$ cat config.mk
export PLATFORM = sky130hd
export DESIGN_NAME = sll_iter_flat
export DESIGN_NICKNAME = d
export VERILOG_FILES = /design/src/rtl/sll_iter_if.sv /design/src/rtl/sll_iter.sv /design/src/flat_wrapper.sv
export SDC_FILE = /design/constraint.sdc
export NUM_CORES = 1
export LEC_CHECK = 0
export CORE_MARGIN = 2
export CORE_UTILIZATION = 28
export DETAILED_ROUTE_END_ITERATION = 12
export GPL_TIMING_DRIVEN = 0
export SLEW_MARGIN = 20
export SYNTH_ARGS = -nofsm -noshare
export SYNTH_HDL_FRONTEND = slang
export SYNTH_SLANG_ARGS = --single-unit
$ cat constraint.sdc
create_clock -name clock -period 3.3 [get_ports clock]
set_clock_uncertainty 0.1 [all_clocks]
set_input_delay 0.825 -clock clock [delete_from_list [all_inputs] [get_ports clock]]
set_output_delay 0.825 -clock clock [all_outputs]
set_load 0.02 [all_outputs]
$ cat src/rtl/sll_iter_if.sv
// Issue/result bundle for the iterative left shifter.
// The issuer owns start/operand/amount; the shifter owns busy/result/ready.
interface sll_iter_if #(
    parameter int DATA_WIDTH  = 32,
    parameter int SHAMT_WIDTH = 5
);
    logic                   ctrl_start;
    logic [DATA_WIDTH-1:0]  data_operandA;
    logic [SHAMT_WIDTH-1:0] ctrl_shiftamt;
    logic                   ctrl_busy;
    logic [DATA_WIDTH-1:0]  data_result;
    logic                   data_resultRDY;

    modport master (
        output ctrl_start, data_operandA, ctrl_shiftamt,
        input  ctrl_busy, data_result, data_resultRDY
    );

    modport slave (
        input  ctrl_start, data_operandA, ctrl_shiftamt,
        output ctrl_busy, data_result, data_resultRDY
    );
endinterface

$ cat src/rtl/sll_iter.sv
// Multi-cycle logical left shifter: one power-of-two stage per clock, LSB stage first.
// Fixed latency of SHAMT_WIDTH+1 edges from accept to the result-ready pulse.
module sll_iter #(
    parameter int DATA_WIDTH  = 32,
    parameter int SHAMT_WIDTH = 5
) (
    input  logic       clock,
    input  logic       reset,
    sll_iter_if.slave  bus,
    output logic [1:0] dbg_state
);
    // Handshake: a request is accepted on any rising edge where ctrl_start=1 and
    // ctrl_busy=0 (IDLE or DONE); requests while busy are dropped, not queued.
    // data_resultRDY is a one-cycle pulse; data_result holds until the next completion.

    localparam int CNT_W = (SHAMT_WIDTH > 1) ? $clog2(SHAMT_WIDTH) : 1;
    localparam logic [CNT_W-1:0] LAST_STAGE = CNT_W'(SHAMT_WIDTH - 1);

    typedef enum logic [1:0] {
        S_IDLE = 2'd0,
        S_BUSY = 2'd1,
        S_DONE = 2'd2
    } state_e;

    state_e                 state_q,  state_d;
    logic [CNT_W-1:0]       count_q,  count_d;
    logic [DATA_WIDTH-1:0]  work_q,   work_d;
    logic [SHAMT_WIDTH-1:0] amt_q,    amt_d;
    logic [DATA_WIDTH-1:0]  result_q, result_d;
    logic                   rdy_q,    rdy_d;

    logic [DATA_WIDTH-1:0]  stage_dist;
    logic [DATA_WIDTH-1:0]  stage_work;

    always_comb begin
        stage_dist = DATA_WIDTH'(1) << count_q;
        stage_work = amt_q[count_q] ? (work_q << stage_dist) : work_q;
    end

    always_comb begin
        state_d  = state_q;
        count_d  = count_q;
        work_d   = work_q;
        amt_d    = amt_q;
        result_d = result_q;
        rdy_d    = 1'b0;
        case (state_q)
            S_IDLE, S_DONE: begin
                if (bus.ctrl_start) begin
                    work_d  = bus.data_operandA;
                    amt_d   = bus.ctrl_shiftamt;
                    count_d = '0;
                    state_d = S_BUSY;
                end else begin
                    state_d = S_IDLE;
                end
            end
            S_BUSY: begin
                work_d = stage_work;
                if (count_q == LAST_STAGE) begin
                    state_d  = S_DONE;
                    result_d = stage_work;
                    rdy_d    = 1'b1;
                end else begin
                    count_d = count_q + CNT_W'(1);
                end
            end
            default: state_d = S_IDLE;
        endcase
    end

    always_ff @(posedge clock or posedge reset) begin
        if (reset) begin
            state_q  <= S_IDLE;
            count_q  <= '0;
            work_q   <= '0;
            amt_q    <= '0;
            result_q <= '0;
            rdy_q    <= 1'b0;
        end else begin
            state_q  <= state_d;
            count_q  <= count_d;
            work_q   <= work_d;
            amt_q    <= amt_d;
            result_q <= result_d;
            rdy_q    <= rdy_d;
        end
    end

    assign bus.ctrl_busy      = (state_q == S_BUSY);
    assign bus.data_result    = result_q;
    assign bus.data_resultRDY = rdy_q;
    assign dbg_state          = state_q;
endmodule
$ cat src/flat_wrapper.sv
// flat-port wrapper written by rule: the top's interface ports become plain ports
module sll_iter_flat 
#(
    parameter int DATA_WIDTH  = 32,
    parameter int SHAMT_WIDTH = 5
)
  (clock, reset, dbg_state, bus_ctrl_start, bus_data_operandA, bus_ctrl_shiftamt, bus_ctrl_busy, bus_data_result, bus_data_resultRDY);
  sll_iter_if #(.DATA_WIDTH(DATA_WIDTH), .SHAMT_WIDTH(SHAMT_WIDTH)) bus_i ();
  input  logic clock;
  input  logic reset;
  output logic [1:0] dbg_state;
  input wire logic [$bits(bus_i.ctrl_start)-1:0] bus_ctrl_start;
  input wire logic [$bits(bus_i.data_operandA)-1:0] bus_data_operandA;
  input wire logic [$bits(bus_i.ctrl_shiftamt)-1:0] bus_ctrl_shiftamt;
  output wire logic [$bits(bus_i.ctrl_busy)-1:0] bus_ctrl_busy;
  output wire logic [$bits(bus_i.data_result)-1:0] bus_data_result;
  output wire logic [$bits(bus_i.data_resultRDY)-1:0] bus_data_resultRDY;
  assign bus_i.ctrl_start = bus_ctrl_start;
  assign bus_i.data_operandA = bus_data_operandA;
  assign bus_i.ctrl_shiftamt = bus_ctrl_shiftamt;
  assign bus_ctrl_busy = bus_i.ctrl_busy;
  assign bus_data_result = bus_i.data_result;
  assign bus_data_resultRDY = bus_i.data_resultRDY;
  sll_iter #(.DATA_WIDTH(DATA_WIDTH), .SHAMT_WIDTH(SHAMT_WIDTH)) u_core (.clock(clock), .reset(reset), .bus(bus_i), .dbg_state(dbg_state));
endmodule
==> results.toml <==
[outcome]
outcome = "finished, final reports clean"

[synth]
avgSynthCellArea_um2 = 8.737
synthTopCellsByArea = "dfrtp_1 33%, mux2_2 4.9%, mux2i_1 4.9%, nor2_1 4.2%, nand2_1 4.0%"
ys_top_cells_by_count = "75 x dfrtp_1, 64 x nor2_1, 60 x nand2_1, 40 x o21ai_0, 31 x clkbuf_1"
yosysMostFrequentCell = "dfrtp_1"
syn_inst = 652
synthFlopType = "dfrtp_1"
yosys_warnings = 0
ys_seq_elements = 75
yosys.area.top_type = "dfrtp_1"
synth_top_cell_area_share = 0.3295
ys_async_sr_fraction = 1.000
synth_edf_count = 0
syn_area_um2 = 5697
synth.net_count = 698
netlist-cell-type-count = 77
synth-seq-area-share = 0.3295

[setup_path]
cpPeakStageDelay_ns = 0.47
slowest_stage = "dfrtp_1"
crit_path_max_fanout = 10
crit_type = "reg2reg"
crit_top_cell = "buf_2"
path_cells = "inv_1 -> ha_1 -> buf_2 -> nor2b_2 -> buf_2 -> buf_2 -> nand3_1 -> o21a_1 -> o2bb2ai_1 -> o31ai_1"
crit_path_start_kind = "register"
end_kind = "register"
arrival_ns = 3.35
cp.required_ns = 3.41

[final_layout]
layout.nets = 782
area_growth_pct = 26.55
layout-drive-gt1-share = 0.1538
postLayoutCoreUtil = 0.3586
design_area_um2 = 7209
ff_latch_area_um2 = 1877
multi_input_area_um2 = 3525
fill_cells = 2072
n_antenna_cell = 0

[clock_tree]
cts_setup_buffers = 0
htreeDepth = 3
numCtsBuffers = 9
worstSkewPairLatency_ns = 0.35
numClockSinks = 75
clkSlewWorstSetupHoldPaths_ns = 0.06
cts_tree = "done"
cts_hold_buf = 0
cts-root-buf = "clkbuf_16"
cts_max_path_buffers = 2

[global_routing]
grtUsageTotal = 0.2608
antenna_found_initial = 0
grt_pass1_wl_mm = 41.47
grt_max_degree = 57
grt_pass1_vias = 5974
overflow = 0

[routing]
firstDrtPassIters = 6
wl_per_cell_um = 27.56
drcViolationCount = 0
drt_iter0_markers = 598
route.vias.total = 6072
via_per_inst = 6.006
ant_nets = 0
wl_mm = 27.86

[sta]
fin_tns_setup_ns = 0
finalSetupViolCount = 0
slew_viol_final = 0
finalHoldViolations = 0
max_freq_mhz = 309.3
whs_ns = 0.3651
period_share = 0.9798
worst_slew_pin_slew_ns = 0.8989
max_slew_margin = 0.4008
fin_crit_ns = 3.233

[placed_design]
gp_congestion = 1.029
place_area_um2 = 6815
hpwlAfterDp_mm = 21.40
io_buffers = 75

[floorplan]
die_width_um = 146.6
coreArea_um2 = 20100
row_count = 52
die_y_um = 146.6
dieArea_um2 = 21500
io-pin-count = 76
start_util = 0.2834

[worst_hold_path]
holdCritPathClass = "reg2reg"

[flow_run]
cap_violations = 0
==> metrics by stage <==
step                instances  setup slack [ns]
global route             1011          -0.02866
detailed placement        998           -0.6830
CTS                      1012          0.002576
floorplan                 652            0.4650
global placement          997           -0.8696
finish                   1011           0.06671
==> metal layers <==
| metal | part of all wire | global-route usage | vias up |
|---|---|---|---|
| met4 | 0.035 | 0.09709 | 0 |
| met3 | 0.076 | 0.05156 | 56 |
| met2 | 0.44 | 0.3939 | 311 |
| li1 | - | - | 2658 |
| met5 | 0 | 0 | - |
| met1 | 0.45 | 0.3685 | 3047 |
==> worst max-delay path, delay by kind of cell (launching register included) <==
family | cells | cell delay, ns
AOI/OAI and AO/OA | 3 | 0.83
adders and majority gates | 1 | 0.14
buffers and inverters | 4 | 1.08
DFF | 1 | 0.47
and+or+nand+nor | 2 | 0.47
==> worst paths after layout <==
kind / from / to / slack [ns] / cells after the start
worst max-delay path: u_core.count_q[1]$_DFFE_PP0P_ / u_core.work_q[20]$_DFFE_PP0P_ / 0.07 / 10
worst min-delay path: u_core.bus.data_result[15]$_DFFE_PP0P_ / u_core.bus.data_result[15]$_DFFE_PP0P_ / 0.37 / 2
worst max register to register: u_core.count_q[1]$_DFFE_PP0P_ / u_core.work_q[20]$_DFFE_PP0P_ / 0.07 / 10
worst min register to register: u_core.bus.data_result[15]$_DFFE_PP0P_ / u_core.bus.data_result[15]$_DFFE_PP0P_ / 0.37 / 2
max in group asynchronous: reset / u_core.bus.data_result[13]$_DFFE_PP0P_ / 1.86 / 3
min in group asynchronous: reset / u_core.bus.data_result[26]$_DFFE_PP0P_ / 0.67 / 2
==> registers in the layout, summed over array words and instances, names as in the netlist <==
name,count
u_core.dbg_state,2
u_core.work_q,32
u_core.bus.data_result,32
u_core.count_q,3
u_core.amt_q,5
u_core.bus.data_resultRDY,1
==> area by class of cell <==
class                           count  share of cell area
Multi-Input combinational cell    503              0.4889
Clock buffer                        9             0.03124
Timing Repair Buffer               76              0.1079
Inverter                           14            0.007810
Sequential cell                    75              0.2603
Clock inverter                      7             0.01371
Buffer                             57             0.04321
Tap cell                          270             0.04686
==> cells by family (layout without fill, tap and decap cells) <==
| logic type | after synthesis | count (layout) | share of synthesized area |
|---|---|---|---|
| adders and majority gates | 6 | 6 | 0.01318 |
| muxes | 58 | 58 | 0.1177 |
| AOI/OAI and AO/OA | 233 | 233 | 0.2978 |
| DFF | 75 | 75 | 0.3295 |
| buffers and inverters | 74 | 163 | 0.06413 |
| and+or+nand+nor | 206 | 206 | 0.1777 |
==> cell usage in the layout (no fill, tap or decap), types with 5 or more instances in the layout <==
master and instances:
clkdlybuf4s50_1 75, dfrtp_1 75, nor2_1 64, nand2_1 60
o21ai_0 39, a21oi_1 30, mux2i_1 28, mux2_2 25
a22oi_1 25, nand3_1 23, clkbuf_1 20, buf_2 17
a31oi_1 13, a32oi_1 12, a221oi_1 12, a221o_1 11
inv_1 9, nor2b_1 9, a22o_1 9, clkbuf_16 9
o31ai_1 8, clkbuf_2 7, a211oi_1 7, and3_1 7
buf_6 6, buf_4 6, nand2b_1 6, a21o_1 6
o21a_1 5, o211ai_1 5, o221ai_1 5, ha_1 5
==> repair_timing <==
item | 4_1_cts | 5_1_grt
hold endpoints to repair | 0 | 0
resized for setup | 10 | 17
endpoints found under the setup margin | 59 | 22
Power is left out: the tool's default activity adds up to more than one toggle a clock period on the data nets, which glitch-free logic cannot reach.
